===== src/rtl/neighbor_table_writer_if.sv =====
// Memory bus between neighbor_table_writer (master) and the neighbor-table RAM (slave).
// Handshake: no valid/ready. A write happens on every clock edge where wr_en=1. A read is
// implied by every presented address, and its word appears on data_in one cycle later.
interface neighbor_table_writer_if;
  logic [10:0] address;
  logic        wr_en;
  logic [15:0] data_out;
  logic [15:0] data_in;

  modport master (output address, output wr_en, output data_out, input data_in);
  modport slave  (input address, input wr_en, input data_out, output data_in);
endinterface


===== src/rtl/neighbor_table_writer.sv =====
// Inserts or updates one neighbor record in a RAM-resident table: reads the count, scans IDs,
// then writes the fields. Optional qValue write is enabled by macro NBR_QVALUE_WRITE_EN.
module neighbor_table_writer (
  input  logic                          clock,
  input  logic                          rst,
  input  logic                          en,
  input  logic                          start,
  input  logic [15:0]                   nbr_id,
  input  logic [15:0]                   clus_id,
  input  logic [15:0]                   batt,
  input  logic [15:0]                   qval,
  neighbor_table_writer_if.master       mem,
  output logic                          done,
  output logic                          table_full,
  output logic [5:0]                    slot,
  output logic [3:0]                    state_dbg
);

  typedef enum logic [3:0] {
    IDLE   = 4'd0,
    RD_CNT = 4'd1,
    SCAN   = 4'd2,
    WR_NID = 4'd3,
    WR_CID = 4'd4,
    WR_BAT = 4'd5,
    WR_QV  = 4'd6,
    WR_CNT = 4'd7,
    DONE   = 4'd8
  } state_t;

  localparam logic [10:0] NID_BASE = 11'h048;
  localparam logic [10:0] CID_BASE = 11'h0C8;
  localparam logic [10:0] BAT_BASE = 11'h148;
  localparam logic [10:0] QV_BASE  = 11'h1C8;
  localparam logic [10:0] CNT_ADDR = 11'h68A;

  state_t      state_q, state_d;
  logic        rd_ph_q, rd_ph_d;
  logic [6:0]  count_q, count_d;
  logic [6:0]  issue_q, issue_d;
  logic        cmp_vld_q, cmp_vld_d;
  logic [5:0]  cmp_idx_q, cmp_idx_d;
  logic        append_q, append_d;
  logic [5:0]  slot_q, slot_d;
  logic        full_q, full_d;
  logic [15:0] nbr_q, nbr_d;
  logic [15:0] cid_q, cid_d;
  logic [15:0] bat_q, bat_d;

`ifdef NBR_QVALUE_WRITE_EN
  logic [15:0] qv_q, qv_d;
`else
  logic        qval_unused;
  assign qval_unused = ^qval;
`endif

  logic [6:0]  cnt_eff;
  logic [10:0] slot_off;
  logic [7:0]  cnt_inc;

  // Stored counts above 64 are treated as a full table.
  assign cnt_eff  = count_q[6] ? 7'd64 : count_q;
  assign slot_off = {4'b0, slot_q, 1'b0};
  assign cnt_inc  = {1'b0, count_q} + 8'd1;

  always_comb begin
    state_d      = state_q;
    rd_ph_d      = rd_ph_q;
    count_d      = count_q;
    issue_d      = issue_q;
    cmp_vld_d    = cmp_vld_q;
    cmp_idx_d    = cmp_idx_q;
    append_d     = append_q;
    slot_d       = slot_q;
    full_d       = full_q;
    nbr_d        = nbr_q;
    cid_d        = cid_q;
    bat_d        = bat_q;
`ifdef NBR_QVALUE_WRITE_EN
    qv_d         = qv_q;
`endif
    mem.address  = 11'd0;
    mem.wr_en    = 1'b0;
    mem.data_out = 16'd0;
    done         = 1'b0;

    case (state_q)
      IDLE: begin
        if (en && start) begin
          state_d = RD_CNT;
          rd_ph_d = 1'b0;
          nbr_d   = nbr_id;
          cid_d   = clus_id;
          bat_d   = batt;
`ifdef NBR_QVALUE_WRITE_EN
          qv_d    = qval;
`endif
          slot_d  = 6'd0;
          full_d  = 1'b0;
        end
      end
      RD_CNT: begin
        // First cycle presents the address, second cycle captures the returned word.
        mem.address = CNT_ADDR;
        if (!rd_ph_q) begin
          rd_ph_d = 1'b1;
        end else begin
          count_d   = mem.data_in[6:0];
          issue_d   = 7'd0;
          cmp_vld_d = 1'b0;
          state_d   = SCAN;
        end
      end
      SCAN: begin
        // Pipelined: compare the word for index cmp_idx_q while issuing the next address.
        if (cmp_vld_q && (mem.data_in == nbr_q)) begin
          slot_d   = cmp_idx_q;
          append_d = 1'b0;
          state_d  = WR_NID;
        end else if (issue_q < cnt_eff) begin
          mem.address = NID_BASE + {4'b0, issue_q[5:0], 1'b0};
          cmp_vld_d   = 1'b1;
          cmp_idx_d   = issue_q[5:0];
          issue_d     = issue_q + 7'd1;
        end else if (count_q[6]) begin
          full_d  = 1'b1;
          state_d = DONE;
        end else begin
          slot_d   = count_q[5:0];
          append_d = 1'b1;
          state_d  = WR_NID;
        end
      end
      WR_NID: begin
        mem.wr_en    = 1'b1;
        mem.address  = NID_BASE + slot_off;
        mem.data_out = nbr_q;
        state_d      = WR_CID;
      end
      WR_CID: begin
        mem.wr_en    = 1'b1;
        mem.address  = CID_BASE + slot_off;
        mem.data_out = cid_q;
        state_d      = WR_BAT;
      end
      WR_BAT: begin
        mem.wr_en    = 1'b1;
        mem.address  = BAT_BASE + slot_off;
        mem.data_out = bat_q;
`ifdef NBR_QVALUE_WRITE_EN
        state_d      = WR_QV;
`else
        state_d      = append_q ? WR_CNT : DONE;
`endif
      end
`ifdef NBR_QVALUE_WRITE_EN
      WR_QV: begin
        mem.wr_en    = 1'b1;
        mem.address  = QV_BASE + slot_off;
        mem.data_out = qv_q;
        state_d      = append_q ? WR_CNT : DONE;
      end
`endif
      WR_CNT: begin
        mem.wr_en    = 1'b1;
        mem.address  = CNT_ADDR;
        mem.data_out = {8'd0, cnt_inc};
        state_d      = DONE;
      end
      DONE: begin
        done = 1'b1;
        if (en && !start) state_d = IDLE;
      end
      default: state_d = IDLE;
    endcase
  end

  always_ff @(posedge clock) begin
    if (rst) begin
      state_q   <= IDLE;
      rd_ph_q   <= 1'b0;
      count_q   <= 7'd0;
      issue_q   <= 7'd0;
      cmp_vld_q <= 1'b0;
      cmp_idx_q <= 6'd0;
      append_q  <= 1'b0;
      slot_q    <= 6'd0;
      full_q    <= 1'b0;
      nbr_q     <= 16'd0;
      cid_q     <= 16'd0;
      bat_q     <= 16'd0;
`ifdef NBR_QVALUE_WRITE_EN
      qv_q      <= 16'd0;
`endif
    end else begin
      state_q   <= state_d;
      rd_ph_q   <= rd_ph_d;
      count_q   <= count_d;
      issue_q   <= issue_d;
      cmp_vld_q <= cmp_vld_d;
      cmp_idx_q <= cmp_idx_d;
      append_q  <= append_d;
      slot_q    <= slot_d;
      full_q    <= full_d;
      nbr_q     <= nbr_d;
      cid_q     <= cid_d;
      bat_q     <= bat_d;
`ifdef NBR_QVALUE_WRITE_EN
      qv_q      <= qv_d;
`endif
    end
  end

  assign table_full = full_q;
  assign slot       = slot_q;
  assign state_dbg  = state_q;

endmodule

===== src/flat_wrapper.sv =====
// flat-port wrapper written by rule: the top's interface ports become plain ports
module neighbor_table_writer_flat 
  (clock, rst, en, start, nbr_id, clus_id, batt, qval, done, table_full, slot, state_dbg, mem_address, mem_wr_en, mem_data_out, mem_data_in);
  neighbor_table_writer_if mem_i ();
  input  logic clock;
  input  logic rst;
  input  logic en;
  input  logic start;
  input  logic [15:0] nbr_id;
  input  logic [15:0] clus_id;
  input  logic [15:0] batt;
  input  logic [15:0] qval;
  output logic done;
  output logic table_full;
  output logic [5:0] slot;
  output logic [3:0] state_dbg;
  output wire logic [$bits(mem_i.address)-1:0] mem_address;
  output wire logic [$bits(mem_i.wr_en)-1:0] mem_wr_en;
  output wire logic [$bits(mem_i.data_out)-1:0] mem_data_out;
  input wire logic [$bits(mem_i.data_in)-1:0] mem_data_in;
  assign mem_address = mem_i.address;
  assign mem_wr_en = mem_i.wr_en;
  assign mem_data_out = mem_i.data_out;
  assign mem_i.data_in = mem_data_in;
  neighbor_table_writer u_core (.clock(clock), .rst(rst), .en(en), .start(start), .nbr_id(nbr_id), .clus_id(clus_id), .batt(batt), .qval(qval), .mem(mem_i), .done(done), .table_full(table_full), .slot(slot), .state_dbg(state_dbg));
endmodule

===== config.mk =====
export PLATFORM = sky130hd
export DESIGN_NAME = neighbor_table_writer_flat
export DESIGN_NICKNAME = d
export VERILOG_FILES = /design/src/rtl/neighbor_table_writer_if.sv /design/src/rtl/neighbor_table_writer.sv /design/src/flat_wrapper.sv
export SDC_FILE = /design/constraint.sdc
export NUM_CORES = 1
export LEC_CHECK = 0
export ABC_AREA = 1
export BUFFER_PORTS_ARGS = -buffer_cell sky130_fd_sc_hd__buf_2
export CORE_MARGIN = 2
export CORE_UTILIZATION = 53
export DETAILED_ROUTE_END_ITERATION = 16
export GPL_ROUTABILITY_DRIVEN = 1
export MAX_ROUTING_LAYER = met4
export PLACE_DENSITY = 0.81
export SLEW_MARGIN = 20
export SYNTH_ARGS = -nofsm -noshare
export SYNTH_HDL_FRONTEND = slang
export SYNTH_SLANG_ARGS = --single-unit

===== constraint.sdc =====
create_clock -name clock -period 2.1 [get_ports clock]
set_input_delay 0.21 -clock clock [delete_from_list [all_inputs] [get_ports clock]]
set_output_delay 0.21 -clock clock [all_outputs]
set_load 0.02 [all_outputs]

## After elaboration in Yosys (flattened, before gate mapping)

Cells that the tools add are included.

- Flip-flop bits (word level): 82
- Bits of input ports: 84
- Output and inout port bits: 40

- Add/sub/neg operators: 6
- Magnitude comparators: 1
- Equal/unequal tests: 19
- Multiplexer cells: 37
- Bitwise logic cells: 1
- Reductions and logical operators: 19

Operators with widths:

| kind | count |
|---|---|
| $pmux W16 S4 | 1 |
| $pmux W11 S5 | 1 |
| $pmux W4 S8 | 1 |
| $mux W4 | 7 |
| $mux W7 | 4 |
| $mux W6 | 4 |
| $mux W11 | 2 |
| $add A7 B7 Y8 const A | 2 |
| $eq A16 B16 Y1 | 1 |
| $pmux W7 S2 | 1 |
| $eq A4 B3 Y1 const B | 3 |
| $mux W1 | 12 |
| $ne A2 B1 Y1 const B | 6 |
| $pmux W6 S2 | 1 |
| $reduce_and A4 Y1 | 3 |
| $add A9 B7 Y10 const A | 1 |
| $add A8 B7 Y9 const A | 1 |
| $add A7 B1 Y8 const B | 1 |
| $eq A4 B2 Y1 const B | 2 |
| $add A7 B1 Y7 const B | 1 |
| $lt A7 B7 Y1 | 1 |
| $ne A2 B2 Y1 const B | 3 |
| $pmux W1 S2 | 3 |
| $reduce_and A2 Y1 | 3 |
| 13 further kinds | 18 |

## Longest topological paths before layout

Gate-level depths: netlist (run 1).

- Word-level depth: 5
- Depth in mapped cells: 15
- Depth with buffers taken out: 15

## Worst setup path after synthesis (run 1)

OpenSTA, ideal clock, no wires.

- Path type: register to output
- Start point: register u_core.count_q[6]
- End point: output mem_address[3]
- Arrival time: 1.813 ns
- Slack: 0.077 ns
- Stages on the path, launching flop included: 11
- Buffers on the path: 1
- Cells stage by stage: dfxtp_1 -> inv_2 -> nand2_1 -> ha_1 -> a21oi_1 -> o21a_1 -> nand2_1 -> nor2_4 -> nand2_4 -> buf_6 -> o221ai_1

- Longest elaborated chain between the ends: 5

RTL lines:

| what | line | text |
|---|---|---|
| from (decl) | neighbor_table_writer.sv:39 | `logic [6:0] count_q, count_d;` |
| from (signal assigned) | neighbor_table_writer.sv:198 | `count_q <= count_d;` |
| $mux W7 | neighbor_table_writer.sv:62 | `assign cnt_eff = count_q[6] ? 7'd64 : count_q;` |
| $lt A7 B7 Y1 | neighbor_table_writer.sv:120 | `end else if (issue_q < cnt_eff) begin` |
| $mux W11 | neighbor_table_writer.sv:120 |  |
| $mux W11 | neighbor_table_writer.sv:116 | `if (cmp_vld_q && (mem.data_in == nbr_q)) begin` |
| $pmux W11 S5 | neighbor_table_writer.sv:87 | `case (state_q)` |
| to (decl) | flat_wrapper.sv:17 | `output wire logic [$bits(mem_i.address)-1:0] mem_address;` |

No other way between the ends.

## Worst setup path after layout (run 1)

- Start point: register u_core.count_q[6]
- End point: output mem_address[5]

The elaborated chain is that of the path after synthesis.

==> results of run 1 <==
==> sequential cells by signal, summed over array words and instances, names as in the netlist <==
name,flops
u_core.state_dbg,4
u_core.count_q,7
u_core.nbr_q,16
u_core.issue_q,7
u_core.cmp_vld_q,1
u_core.rd_ph_q,1
u_core.cmp_idx_q,6
u_core.slot,6
u_core.cid_q,16
u_core.table_full,1
u_core.bat_q,16
u_core.append_q,1
==> synth_stat cells, drive strengths merged <==
| master | instances | area (sq um) |
|---|---|---|
| o311ai | 1 | 8.760 |
| nand4 | 9 | 71.32 |
| nand3b | 1 | 7.510 |
| dfxtp | 82 | 1642 |
| o21a | 1 | 7.510 |
| o221ai | 9 | 78.83 |
| o21bai | 1 | 7.510 |
| clkbuf | 15 | 56.30 |
| buf | 12 | 75.07 |
| o211ai | 3 | 22.52 |
| nor2 | 59 | 249.0 |
| ha | 10 | 125.1 |
| nor3 | 7 | 51.30 |
| xor2 | 5 | 43.79 |
| o21ai | 56 | 280.3 |
| a21boi | 1 | 7.510 |
| o2111ai | 3 | 26.28 |
| o22ai | 7 | 43.79 |
| a31oi | 2 | 12.51 |
| nand2 | 172 | 660.6 |
| a22o | 1 | 8.760 |
| a221o | 2 | 20.02 |
| clkinv | 3 | 12.51 |
| o31ai | 1 | 7.510 |
| a21oi | 81 | 405.4 |
| nand3 | 23 | 127.6 |
| xnor2 | 2 | 17.52 |
| nor4 | 1 | 6.260 |
| or2 | 1 | 6.260 |
| inv | 92 | 345.3 |
| a311oi | 1 | 8.760 |
| conb | 1 | 3.750 |
==> cell type report <==
cell class              instances  area, sq um
fillers                       695         2305
well taps                     105        131.4
repair buffers                142        857.1
inverters                      95        376.6
clock buffers                  14        152.6
flip-flops and latches         82         1660
clock inverters                 2        60.06
multi-input cells             461         2633
==> worst paths after layout <==
kind | cells past startpoint | to | startpoint
max | 13 | mem_address[5] | u_core.count_q[6]$_SDFFE_PP0P_
min | 3 | u_core.cid_q[8]$_SDFFE_PP0P_ | clus_id[8]
max reg2reg | 17 | u_core.slot[5]$_SDFFE_PP0P_ | u_core.count_q[6]$_SDFFE_PP0P_
min reg2reg | 2 | u_core.bat_q[9]$_SDFFE_PP0P_ | u_core.bat_q[9]$_SDFFE_PP0P_
==> through the flow <==
stage / std cells / total power, mW / hold slack, ns
finish: 901 / 5.891 / 0.09568
global route: 901 / 6.244 / 0.09340
CTS: 899 / 5.558 / 0.09486
detailed placement: 869 / 4.111 / 0.4558
global placement: 869 / 4.061 / 0.4410
floorplan: 665 / 3.522 / 0.3538
==> power breakdown <==
group	switching (mW)	internal, mW	leakage, nW
combinational	1.65	0.921	1.90
clock	0.570	0.706	0.105
sequential	0.205	1.84	0.673
total	2.42	3.47	2.68
==> what timing repair did <==
action	4_1_cts	5_1_grt
resized for setup	37	79
pin swaps	12	16
hold buffers	0	0
setup endpoints to repair	16	39
buffers inserted	14	5
==> worst min-delay path: stages <==
cell     delay (ns)
buf_2          0.09
nand2_1        0.05
a21oi_1        0.05
==> kinds of logic after synthesis <==
family | share of synthesized area, %
and+or+nand+nor | 26.53
xor gates and xnor gates | 1.379
other | 0.08433
DFF | 36.92
AOI/OAI and AO/OA | 21.27
buffers and inverters | 11.00
adders and majority gates | 2.814
==> routing by layer <==
layer / global-route usage (%) / vias up / wire length [um]
met5: - / - / 0
met2: 53.26 / 223 / 6887
met4: 13.93 / 0 / 687
met3: 5.929 / 65 / 915
li1: - / 2427 / -
met1: 37.82 / 2307 / 5799
==> flow_metrics.env, run 1 <==
export IMPL_critPathKind="flop to primary output"
export IMPL_leakage_nw=2.675
export IMPL_power_density_mw_per_mm2=1003
export IMPL_outcome="finished with violations"
export IMPL_min_path_type="input port to flop"
export IMPL_cp_required_ns=1.89
export IMPL_clock_skew_final_ns=0.005704
export IMPL_via_count=5022
export IMPL_cts_root_buf="clkbuf_8"
export IMPL_synthToLayoutAreaGrowth_pct=32.02
export IMPL_grt_pass1_vias=4789
export IMPL_layout_drive_gt1_share_pct=30.78
export IMPL_max_freq_mhz=432.6
export IMPL_hpwl_um=9911
export IMPL_maxCapViolCount=0
export IMPL_relSlewSlack_pct=64.73
export IMPL_grt_antenna_before_repair=0
export IMPL_place_gp_congestion=0.9468
export IMPL_drtIter0Drc=337
export IMPL_crit_family="simple AND/OR/NAND/NOR gates"
export IMPL_syn_area_per_cell_sq_um=6.687
export IMPL_cp_cell_sequence="clkinv_4 > nand2_4 > ha_4 > a21oi_4 > nand2_2 > nand2_4 > nand2_4 > nor2_4 > nand2_4 > inv_8 > nand3_2 > o21ai_1 > buf_4"
export IMPL_fin_setup_tns_ns=-1.439
export IMPL_drc=0
export IMPL_finalCriticalPeriod_ns=2.311
export IMPL_synth_fp_nets=759
export IMPL_first_pass_iters=5
export IMPL_min_period_over_period_pct=110.1
export IMPL_r2r_setup_slack_ns=-0.04
export IMPL_initial_core_util_pct=54.39
export IMPL_irDropWorstVdd_v=0.0004218
export IMPL_postRouteAntennaNets=0
export IMPL_crit_path_end_kind="primary output"
export IMPL_crit_path_top_delay_cell="dfxtp_2"
export IMPL_crit_path_frequent_cell="nand2_4"
export IMPL_final_cell_mix="nand2_1, buf_2, a21oi_1"
export IMPL_syn_inst=665
export IMPL_worstPathMaxFanout=7
export IMPL_pre_cts_slack_ns=0.001762
export IMPL_seq_area_frac_synth_pct=36.92
export IMPL_critPathBufInv=3
export IMPL_n_antenna_cell=0
export IMPL_dieArea_sq_mm=0.009138
export IMPL_nets=885
export IMPL_cts_sinks=82
export IMPL_final_common_cell="nand2_1"
export IMPL_syn_area_sq_mm=0.004447
export IMPL_grt_max_degree=56
export IMPL_clk_pin_slew_ns=0.08
export IMPL_grt_pass1_wl_um=22110
export IMPL_tightest_slew_ns=0.5284
export IMPL_clk_latency_ns=0.35
export IMPL_rows=33
export IMPL_utilization_pct=71.81
export IMPL_io_pins=124
export IMPL_hold_violations=0
export IMPL_cp_slowest_stage_delay_ns=0.36
export IMPL_crit_path_start_kind="flop"
export IMPL_synth_warnings=0
export IMPL_violations="negative setup slack"
export IMPL_grtUsageTotal_pct=32.03
export IMPL_routed_wl_um=14290
export IMPL_stdcell_area_sq_mm=0.005871
export IMPL_worst_ep_arrival_time_ns=2.10
export IMPL_wl_per_cell_um=15.86
export IMPL_dieWidth_um=95.60
export IMPL_clk_path_buf_depth=2
export IMPL_grt_ovfl_total=0
export IMPL_synth_cell_type_count=46
export IMPL_worst_slack_ns=-0.2115
export IMPL_ys_ff_latch=82
export IMPL_setup_violations=10
export IMPL_die_y_um=95.60
export IMPL_ctsHtreeMaxLevel=3
export IMPL_slew_viol_final=0
export IMPL_vias_per_cell=5.574
export IMPL_dpl_instance_area_sq_mm=0.005132
export IMPL_coreArea_sq_mm=0.008175
export IMPL_rsz0062_at_grt="yes"
export IMPL_io_buffers=106
export IMPL_cts_buffers=9
export IMPL_cts_tree="built"
(Power assumes the default switching activity.)
==> run 2: changes to the inputs <==
--- a/config.mk
+++ b/config.mk
@@ -13,6 +13,7 @@
 export GPL_ROUTABILITY_DRIVEN = 1
 export MAX_ROUTING_LAYER = met4
 export PLACE_DENSITY = 0.81
+export SKIP_CTS_REPAIR_TIMING = 1
 export SLEW_MARGIN = 20
 export SYNTH_ARGS = -nofsm -noshare
 export SYNTH_HDL_FRONTEND = slang
==> run 2 against run 1 <==
- the run still ends with negative setup slack left
- sequential power hardly changed
- count of clock-buffer cells in the layout stayed put
- sequential cell count stayed put
- core utilization is 2.8 points lower
- sequential share of layout area is 0.98 points higher
- non-clock buffer count is 9 lower
==> flow_metrics.env, run 2 (same netlist as run 1, synthesis figures left out) <==
export IMPL_relSlewSlack_pct=64.99
export IMPL_cp_required_ns=1.89
export IMPL_leakage_nw=2.570
export IMPL_min_path_cells=3
export IMPL_io_buffers=106
export IMPL_violations="negative setup slack"
export IMPL_worst_slack_ns=-0.2266
export IMPL_drtIter0Drc=313
export IMPL_rr_startpoint="u_core.count_q[6]$_SDFFE_PP0P_"
export IMPL_grtUsageTotal_pct=30.80
export IMPL_worst_ep_arrival_time_ns=2.12
export IMPL_max_freq_mhz=429.8
export IMPL_io_pins=124
export IMPL_clk_pin_slew_ns=0.08
export IMPL_nets=876
export IMPL_pre_cts_slack_ns=0.001762
export IMPL_rows=33
export IMPL_n_antenna_cell=0
export IMPL_num_fill_cells=743
export IMPL_dieWidth_um=95.60
export IMPL_coreArea_sq_mm=0.008175
export IMPL_tightest_slew_ns=0.5246
export IMPL_grt_busiest_layer="met2"
export IMPL_die_y_um=95.60
export IMPL_min_period_over_period_pct=110.8
export IMPL_grt_ovfl_total=0
export IMPL_critPathKind="flop to primary output"
export IMPL_grt_pass1_wl_um=21360
export IMPL_initial_core_util_pct=54.39
export IMPL_maxCapViolCount=0
export IMPL_outcome="finished with violations"
export IMPL_grt_pass1_vias=4651
export IMPL_dpl_instance_area_sq_mm=0.005132
export IMPL_top_regs="u_core.bat_q: 16 flops, u_core.cid_q: 16 flops, u_core.nbr_q: 16 flops"
export IMPL_irDropWorstVdd_v=0.0004143
export IMPL_final_common_cell="nand2_1"
export IMPL_synthToLayoutAreaGrowth_pct=26.81
export IMPL_crit_path_start_kind="flop"
export IMPL_worstPathMaxFanout=8
export IMPL_grt_max_degree=56
export IMPL_cts_tree="built"
export IMPL_drc=0
export IMPL_hold_violations=0
export IMPL_setup_violations=10
export IMPL_layout_drive_gt1_share_pct=27.83
export IMPL_cts_root_buf="clkbuf_8"
export IMPL_place_gp_congestion=0.9468
export IMPL_via_count=4899
export IMPL_vias_per_cell=5.492
export IMPL_grtUsageMet2_pct=52.10
export IMPL_wl_per_cell_um=15.12
export IMPL_hpwl_um=9911
export IMPL_crit_path_end_kind="primary output"
export IMPL_finalCriticalPeriod_ns=2.327
export IMPL_min_path_type="input port to flop"
export IMPL_stdcell_area_sq_mm=0.005639
export IMPL_slew_viol_final=0
export IMPL_hold_end="u_core.cid_q[8]$_SDFFE_PP0P_"
export IMPL_postRouteAntennaNets=0
export IMPL_dieArea_sq_mm=0.009138
export IMPL_fin_setup_tns_ns=-1.594
export IMPL_met3_usage_pct=4.585
export IMPL_utilization_pct=68.98
export IMPL_use_met1_pct=37.28
export IMPL_cts_sinks=82
export IMPL_r2r_setup_slack_ns=-0.06
export IMPL_hold_start="clus_id[8]"
export IMPL_clk_latency_ns=0.36
export IMPL_final_cell_mix="nand2_1, buf_2, a21oi_1"
export IMPL_clock_skew_final_ns=0.006620
export IMPL_worstRegToRegCells=16
export IMPL_holdWs_ns=0.09249
export IMPL_clk_path_buf_depth=2
export IMPL_ctsHtreeMaxLevel=3
export IMPL_power_density_mw_per_mm2=999.1
export IMPL_cts_buffers=9
export IMPL_grt_antenna_before_repair=0
export IMPL_routed_wl_um=13490
export IMPL_r2r_end="u_core.slot[5]$_SDFFE_PP0P_"
export IMPL_rsz0062_at_grt="yes"
export IMPL_first_pass_iters=5
## run 2: final cells by class
class                   count  area [sq um]  share of cell area, %
flip-flops and latches     82          1650                  29.27
repair buffers            133         773.2                  13.71
clock buffers              14         152.6                  2.707
multi-input cells         461          2500                  44.33
clock inverters             2         60.06                  1.065
well taps                 105         131.4                  2.330
inverters                  95         371.6                  6.590
## run 2: routing by layer
metal,vias up,share of wire (%)
met2,171,50
met4,0,2.0
met5,-,0
li1,2407,-
met3,30,4.7
met1,2291,43
## run 2: how the worst max path moves through the flow
stage / depth (start not counted) / to / start / slack, ns
after floorplan: 10 / mem_address[3] / u_core.count_q[6]$_SDFFE_PP0P_ / 0.08
after global placement: 12 / mem_address[7] / u_core.count_q[6]$_SDFFE_PP0P_ / 0.09
after detailed placement: 12 / mem_address[2] / u_core.count_q[6]$_SDFFE_PP0P_ / 0.002
after CTS: 12 / mem_address[2] / u_core.count_q[6]$_SDFFE_PP0P_ / -0.38
after global routing: 12 / mem_address[2] / u_core.count_q[6]$_SDFFE_PP0P_ / -0.34
final: 12 / mem_address[2] / u_core.count_q[6]$_SDFFE_PP0P_ / -0.23
## run 2: critical path, cell delays in order, from the launching register on
cell and delay (ns):
dfxtp_2 0.37, clkinv_4 0.11, nand2_4 0.09, ha_4 0.20
a21oi_2 0.13, o21a_1 0.18, nand2_2 0.09, nor2_4 0.13
nand2_4 0.09, inv_6 0.08, nand2_1 0.07, o21ai_2 0.08
buf_6 0.14
## run 2: metrics by stage
stage | cells | power [mW]
2_1_floorplan | 665 | 3.522
3_3_place_gp | 869 | 4.061
3_5_place_dp | 869 | 4.111
4_1_cts | 885 | 5.363
5_1_grt | 892 | 6.001
6_report | 892 | 5.634
## run 2: power breakdown
part,internal (mW),switching [mW]
combinational,0.799,1.53
clock,0.706,0.568
sequential,1.84,0.194
